$ cat config.mk
export PLATFORM = sky130hd
export DESIGN_NAME = pwm_ramp_scheduler
export DESIGN_NICKNAME = d
export VERILOG_FILES = /design/src/rtl/pwm_ramp_scheduler.sv
export SDC_FILE = /design/constraint.sdc
export NUM_CORES = 1
export LEC_CHECK = 0
export CAP_MARGIN = 20
export CELL_PAD_IN_SITES_DETAIL_PLACEMENT = 0
export CELL_PAD_IN_SITES_GLOBAL_PLACEMENT = 1
export CORE_ASPECT_RATIO = 1.5
export CORE_MARGIN = 5
export CORE_UTILIZATION = 33
export DETAILED_ROUTE_END_ITERATION = 8
export PLACE_DENSITY_LB_ADDON = 0.1
export SYNTH_ARGS = -nofsm -noshare
export SYNTH_HDL_FRONTEND = slang
export SYNTH_SLANG_ARGS = --single-unit
$ cat constraint.sdc
create_clock -name clk -period 5.4 [get_ports clk]
set_input_delay 1.35 -clock clk [delete_from_list [all_inputs] [get_ports clk]]
set_output_delay 1.35 -clock clk [all_outputs]
set_load 0.05 [all_outputs]
$ cat src/rtl/pwm_ramp_scheduler.sv
// pwm_ramp_scheduler: per-channel duty slew scheduler for the 3-channel PWM core.
// Targets and steps are written through a valid/ready port while idle. Each
// accepted period boundary runs a three-state update pass that moves every
// channel's applied duty toward its target by at most its step.
module pwm_ramp_scheduler #(
  parameter int DUTY_W = 7,
  parameter int STEP_W = 4
) (
  input  logic              clk,
  input  logic              rst_n,
  input  logic              ena,
  input  logic              wr_valid,
  output logic              wr_ready,
  input  logic [1:0]        wr_ch,
  input  logic [DUTY_W-1:0] wr_target,
  input  logic [STEP_W-1:0] wr_step,
  input  logic              period_end,
  output logic [DUTY_W-1:0] duty0,
  output logic [DUTY_W-1:0] duty1,
  output logic [DUTY_W-1:0] duty2,
  output logic [2:0]        ramp_active,
  output logic [2:0]        reached,
  output logic              err
);

  typedef enum logic [1:0] {
    IDLE = 2'd0,
    UPD0 = 2'd1,
    UPD1 = 2'd2,
    UPD2 = 2'd3
  } state_t;

  state_t            state_q;
  logic [DUTY_W-1:0] duty_q   [3];
  logic [DUTY_W-1:0] target_q [3];
  logic [STEP_W-1:0] step_q   [3];
  logic [2:0]        reached_q;
  logic              err_q;

  logic              wr_fire;
  logic              upd_en;
  logic [1:0]        upd_ch;
  logic [DUTY_W-1:0] cur_duty;
  logic [DUTY_W-1:0] cur_target;
  logic [STEP_W-1:0] cur_step;
  logic [DUTY_W-1:0] duty_d;
  logic              reach_d;

  // Write handshake; reset gates ready so nothing is accepted while held in reset.
  always_comb begin
    wr_ready = ena & rst_n & (state_q == IDLE);
    wr_fire  = wr_valid & wr_ready;
  end

  // Select the channel owned by the current update state.
  always_comb begin
    upd_en     = ena & (state_q != IDLE);
    upd_ch     = 2'd0;
    cur_duty   = duty_q[0];
    cur_target = target_q[0];
    cur_step   = step_q[0];
    case (state_q)
      UPD1: begin
        upd_ch     = 2'd1;
        cur_duty   = duty_q[1];
        cur_target = target_q[1];
        cur_step   = step_q[1];
      end
      UPD2: begin
        upd_ch     = 2'd2;
        cur_duty   = duty_q[2];
        cur_target = target_q[2];
        cur_step   = step_q[2];
      end
      default: ;
    endcase
  end

  // Slew arithmetic one bit wider than the duty so up-steps cannot wrap;
  // a down-step only subtracts when the gap exceeds the step, so it cannot underflow.
  always_comb begin
    logic [DUTY_W:0] w_duty;
    logic [DUTY_W:0] w_tgt;
    logic [DUTY_W:0] w_step;
    logic [DUTY_W:0] up_sum;
    logic [DUTY_W:0] dn_gap;
    logic [DUTY_W:0] dn_val;
    w_duty = {1'b0, cur_duty};
    w_tgt  = {1'b0, cur_target};
    w_step = (DUTY_W+1)'(cur_step);
    up_sum = w_duty + w_step;
    dn_gap = w_duty - w_tgt;
    dn_val = w_duty - w_step;
    duty_d = cur_duty;
    if (cur_step == '0) begin
      duty_d = cur_target;
    end else if (w_duty < w_tgt) begin
      duty_d = (up_sum >= w_tgt) ? cur_target : up_sum[DUTY_W-1:0];
    end else if (w_duty > w_tgt) begin
      duty_d = (dn_gap <= w_step) ? cur_target : dn_val[DUTY_W-1:0];
    end
    reach_d = (cur_duty != cur_target) && (duty_d == cur_target);
  end

  // Update-sequence FSM with config capture and registered duty/reached/err.
  always_ff @(posedge clk) begin
    if (!rst_n) begin
      state_q   <= IDLE;
      reached_q <= '0;
      err_q     <= 1'b0;
      for (int unsigned i = 0; i < 3; i++) begin
        duty_q[i]   <= '0;
        target_q[i] <= '0;
        step_q[i]   <= '0;
      end
    end else begin
      reached_q <= '0;

      if (wr_fire) begin
        if (wr_ch == 2'd3) begin
          err_q <= 1'b1;
        end else begin
          for (int unsigned i = 0; i < 3; i++) begin
            if (wr_ch == 2'(i)) begin
              target_q[i] <= wr_target;
              step_q[i]   <= wr_step;
            end
          end
        end
      end

      if (!ena) begin
        state_q <= IDLE;
      end else begin
        case (state_q)
          IDLE:    state_q <= period_end ? UPD0 : IDLE;
          UPD0:    state_q <= UPD1;
          UPD1:    state_q <= UPD2;
          default: state_q <= IDLE;
        endcase
      end

      if (upd_en) begin
        for (int unsigned i = 0; i < 3; i++) begin
          if (upd_ch == 2'(i)) begin
            duty_q[i]    <= duty_d;
            reached_q[i] <= reach_d;
          end
        end
      end
    end
  end

  // Ramp status follows the registered duty/target pairs directly.
  always_comb begin
    ramp_active = '0;
    for (int unsigned i = 0; i < 3; i++) begin
      ramp_active[i] = (duty_q[i] != target_q[i]);
    end
  end

  assign duty0   = duty_q[0];
  assign duty1   = duty_q[1];
  assign duty2   = duty_q[2];
  assign reached = reached_q;
  assign err     = err_q;

endmodule
# Yosys cells after proc, flatten, opt, wreduce, memory -nomap -nowiden
# Memory sizes are Yosys's and may differ from the RTL's.
# Cells that the tools add are included.
dict set report totals {
  inputBits 18
  elab_cells 100
  ff_bits 6
  mem_count 3
  out_inout_bits 29
  ram_bits 54
}
# name words width rd rd_ports_with_merged_regs wr line_no
set memory_table {}
lappend memory_table {duty_q 3 7 3 0 3 34} ;# logic [DUTY_W-1:0] duty_q [3];
lappend memory_table {target_q 3 7 3 0 3 35} ;# logic [DUTY_W-1:0] target_q [3];
lappend memory_table {step_q 3 4 3 0 3 36} ;# logic [STEP_W-1:0] step_q [3];
dict set report classes {
  bitwise_logic 13
  mux 48
  n_lt_le_gt_ge 4
  n_reduce_logical 11
  eq_ne 13
  addsub 3
}
# cell n
set ops {}
lappend ops {{two-way mux 7 bit} 11}
lappend ops {{two-way mux 1 bit} 29}
lappend ops {{inequality test 7 bit} 4}
lappend ops {{one-hot mux 7 bit (2 select lines)} 2}
lappend ops {{two-way mux 4 bit} 3}
lappend ops {{equality test 2 bit, second input constant} 5}
lappend ops {{bitwise OR 1 bit} 9}
lappend ops {{AND reduction 3 bit} 3}
lappend ops {{adder 7 x 4 -> 8 bit} 1}
lappend ops {{>= comparator 8 x 7 -> 1 bit} 1}
lappend ops {{less-or-equal comparator 8 x 4 -> 1 bit} 1}
lappend ops {{one-hot mux 4 bit (2 select lines)} 1}
lappend ops {{subtractor 7 x 7 -> 8 bit} 1}
lappend ops {{equality test 7 bit} 1}
lappend ops {{> comparator 7 bit} 1}
lappend ops {{< comparator 7 bit} 1}
lappend ops {{subtractor 7 x 4 -> 7 bit} 1}
lappend ops {{equality test 2 x 1 -> 1 bit, second input constant} 3}
lappend ops {{zero test 2 bit} 3}
lappend ops {{one-hot mux 2 bit (3 select lines)} 1}
lappend ops {{AND 1 bit} 4}
lappend ops {{zero test 4 bit} 1}
lappend ops {{one-hot mux 2 bit (2 select lines)} 1}
lappend ops {{AND reduction 2 bit} 2}
lappend ops {{other kinds (2)} 2}

# Longest topological paths before layout
dict set report logic_depth {
  ltp_word 10
  mapped_depth 24
  mapped_depth_nobuf 20
}

# Least setup slack after synthesis
# OpenSTA, ideal clock, no wires.
dict set report synth_path {
  path_kind {flip-flop to flip-flop}
  startpoint {register state_q[0]}
  endpoint {register reached_q[0] (netlist: reached[0])}
  required_time_ps 5284
  arrival_ps 4750
  period_less_slack_ps 4866
  stages_incl_launch_ff 25
  path_buffers 4
  setup_time_ps 116
  setup_slack_ps 534
  cell_sequence {dfxtp_1 -> inv_1 -> ha_1 -> buf_6 -> nor2_4 -> buf_6 -> clkbuf_1 -> nand2_1 -> nand2_1 -> ha_1 -> a21o_1 -> a211oi_1 -> nor2_1 -> xnor2_1 -> ha_1 -> a21o_1 -> a21oi_1 -> o31ai_1 -> or3_1 -> clkbuf_1 -> or4_1 -> a32oi_1 -> a2111oi_1 -> nand4_1 -> nor2_1}
}
dict set report synth_via {
  elab_chain_len 10
  elab_cells_between_ends 26
  cone_classes {3 x add/sub; 4 x order compare; 4 x eq/ne; 9 x mux; 1 x bitwise; 5 x reduce/logical}
}
# element line_no
set synth_rtl {}
lappend synth_rtl {{from (decl)} 33} ;# state_t state_q;
lappend synth_rtl {{from (signal assigned)} 136} ;# IDLE: state_q <= period_end ? UPD0 : IDLE;
lappend synth_rtl {{equality test 2 bit} 62} ;# case (state_q)
lappend synth_rtl {{one-hot mux 7 bit (2 select lines)} 62}
lappend synth_rtl {{subtractor 7 x 7 -> 8 bit} 92} ;# dn_gap = w_duty - w_tgt;
lappend synth_rtl {{less-or-equal comparator 8 x 4 -> 1 bit} 100} ;# duty_d = (dn_gap <= w_step) ? cur_target : dn_val[DUTY_W-1:0];
lappend synth_rtl {{two-way mux 7 bit} 100}
lappend synth_rtl {{two-way mux 7 bit} 99} ;# end else if (w_duty > w_tgt) begin
lappend synth_rtl {{two-way mux 7 bit} 97} ;# end else if (w_duty < w_tgt) begin
lappend synth_rtl {{two-way mux 7 bit} 95} ;# if (cur_step == '0) begin
lappend synth_rtl {{equality test 7 bit} 102} ;# reach_d = (cur_duty != cur_target) && (duty_d == cur_target);
lappend synth_rtl {{logical AND 1 bit} 102}
lappend synth_rtl {{to (signal, indexed assignment)} 147} ;# reached_q[i] <= reach_d;
lappend synth_rtl {{to (decl)} 37} ;# logic [2:0] reached_q;
# Parallel ways exist; a longest one is shown, timed or not.
# A chain may end at the register's enable or synchronous reset.

==> summary.txt <==
Number of port buffers: 46
Core ar.: 12900 um2
Total I/O pin count: 47
Max Root-Sink Buffers: 2
Total CTS buffers: 9
WL/cell: 20.8 um
Crit Path Max Fanout: 13
Die extent in y: 150 um
Yosys reg bits: 60
Worst VDD drop: 0.225 mV
Fin Clk Skew: 0.00499 ns
Compound-Gate Fraction of Synth Area: 21.4%
Die Width: 103 um
Fmax: 195 MHz
Vias in the first global route: 3845
CTS sink count: 60
# setup viols final: 0
Dpl ws: 0.305 ns
Sequential area share after synthesis: 40.4%
Synth Area in XOR/XNOR: 6.30%
Setup TNS: 0 ns
Clk slew on worst S/H paths: 0.05 ns
Worst rel slew slack: 27.6%
First-pass GRT wire length: 21500 um
TritonRoute pass-1 iters: 5
Outcome: complete, no violations
Leak pwr: 0.00216 uW
Cell variety after synth: 59
Final #Nets: 549
Vias: 3583
Crit Path Class: reg2reg
Warnings from Yosys: 0
Fin. max-slew vios: 0
Crit. End Element: flop
Number of max-cap violations: 0
Mapped Cells: 434
Final ANT Viol Nets: 0
Avg Inst Size Synth: 9.94 um2
Post-Synth Adder-Cell Area: 10.4%
Min Tclk post-route: 5.13 ns
Most frequent cell after synthesis: edfxtp_1
RePlAce Congestion: 0.874
Syn Nets: 486
CTS Hold Bufs: 0
Routed WL: 13800 um
Worst hold path class: reg2reg
Initial DRC Count: 102
Mapped Area: 4310 um2
Largest net degree at the start of global routing: 23
Post-route setup slack: 0.274 ns
Global-route usage over all layers: 18.9%
CTS tree: yes
Worst Tran Pin Value: 1.08 ns
Synth area leader: edfxtp_1
Largest family of logic cells by synthesized area: compound AO/OA/AOI/OAI gates
Critical path arrival: 5.12 ns
Final hold vios: 0
Die ar.: 15500 um2
FFs w/ async S/R, synth: 0%
Initial core utilization: 33.5%
Cell row count: 51
List of most frequent post-synthesis cells: edfxtp_1, a21oi_1, ha_1, nand2_1, nor2_1
Share of the synthesized area in the top cell type: 37.6%
Primary FF master, synth: edfxtp_1
Area Growth Syn to Fin: 25.1%
Drt drc: 0
Fin crit share: 94.9%
Root Buffer: clkbuf_16
RSZ-0062 raised after global routing: no
Worst EP required: 5.40 ns
Initial antenna violation count: 0
# diodes: 0
Layout cells sized above 1: 11.0%
Power per Cell Area: 301 nW/um2
Mux cell area share after synthesis: 1.16%
Synth Area in Simple Gates: 15.9%
Critical path launch point type: flop
Latest clock arrival within the worst-skew pair: 0.33 ns
EDFF count, synth: 54
H-tree Lvls: 3
Vias per cell: 5.42
Top cells by area, synth: edfxtp_1, ha_1, a21oi_1
Detailed Place HPWL: 11100 um
GRT overflow: 0
cells by family after synthesis:
| logic type | Yosys count |
|---|---|
| flip-flops | 60 |
| buffers and inverters | 42 |
| XOR/XNOR | 31 |
| adder cells (fa/ha/maj) | 34 |
| multiplexers | 5 |
| AND/OR/NAND/NOR | 128 |
| AO/OA/AOI/OAI | 134 |
layout by cell type (no fill, tap or decap), drive strengths merged, types with 6 or more instances in the layout:
master         netlist  routed
dfxtp                6       6
nor2                29      29
a22o                13      13
xor2                14      14
nand2               29      29
buf                  5      24
nor3                 9       9
a211oi              13      13
ha                  31      31
edfxtp              54      54
a31oi                7       7
o21ai               18      18
clkbuf              13       9
clkdlybuf4s50        0      46
xnor2               17      17
inv                 24      24
nand4                6       6
a21oi               32      32
nor2b                6       6
or3                  6       6
nor4                 6       6
and2                14      14
a21o                12      12
final cells by class:
| class | count | area (um2) |
|---|---|---|
| clock buffers | 9 | 225 |
| clock inverters | 7 | 91.3 |
| fillers | 1271 | 7490 |
| inverters | 24 | 90.1 |
| multi-input cells | 332 | 2390 |
| flip-flops and latches | 60 | 1740 |
| well taps | 159 | 199 |
| repair buffers | 70 | 653 |
metrics by stage:
step                      instances  util (%)  total power [uW]  instance area [um2]  hold slack (ns)
after floorplan                 434         -               874                 4310            0.530
after global placement          643      39.2              1030                 5050            0.444
after detailed placement        643      39.2              1030                 5050            0.448
after CTS                       659      41.6              1630                 5370            0.465
after global routing            661      41.9              1700                 5400            0.500
final                           661      41.9              1620                 5400            0.464
sequential cells by signal (all words and copies together) (netlist names):
register	cells
duty_q	21
err	1
reached	3
state_q	2
step_q	12
target_q	21
final timing paths:
| path | startpoint | end | slack, ns | depth (start not counted) |
|---|---|---|---|---|
| worst min register to register | err | err | 0.46 | 2 |
| worst min-delay path | err | err | 0.46 | 2 |
| worst max-delay path | state_q[0] | duty_q[0][4] | 0.27 | 20 |
| worst max register to register | state_q[0] | duty_q[0][4] | 0.27 | 20 |
per-layer routing:
metal	GRT usage (%)	vias up	part of all wire, %
met4	12.4	0	5.7
met3	3.22	39	2.7
met1	21.2	1690	39
li1	-	1758	-
met5	0	-	0
met2	32.2	96	52
critical path, stage by stage, from the launching register on:
cell and delay (ns):
dfxtp_1 0.38, inv_1 0.10, ha_1 0.32, nor2_4 0.31
buf_4 0.18, nand2_1 0.04, nand2_1 0.20, inv_1 0.11
ha_1 0.24, fa_1 0.48, inv_1 0.05, ha_1 0.27
nor2b_1 0.13, o211ai_1 0.15, a21oi_1 0.12, or4_4 0.65
or2_2 0.38, a31oi_1 0.24, o21ai_0 0.14, a21oi_1 0.19
nor2_1 0.11
power breakdown:
part | leakage [uW] | switching (uW) | internal [uW]
Clock | 0.000157 | 197 | 401
Sequential | 0.000607 | 17.7 | 531
Combinational | 0.00140 | 295 | 182
Total | 0.00216 | 510 | 1110
timing repair:
action	4_1_cts	5_1_grt
setup buffers	0	2
setup endpoints to repair	0	15
gates resized for setup	0	4
Note: power is estimated with default switching activity, not from simulation.
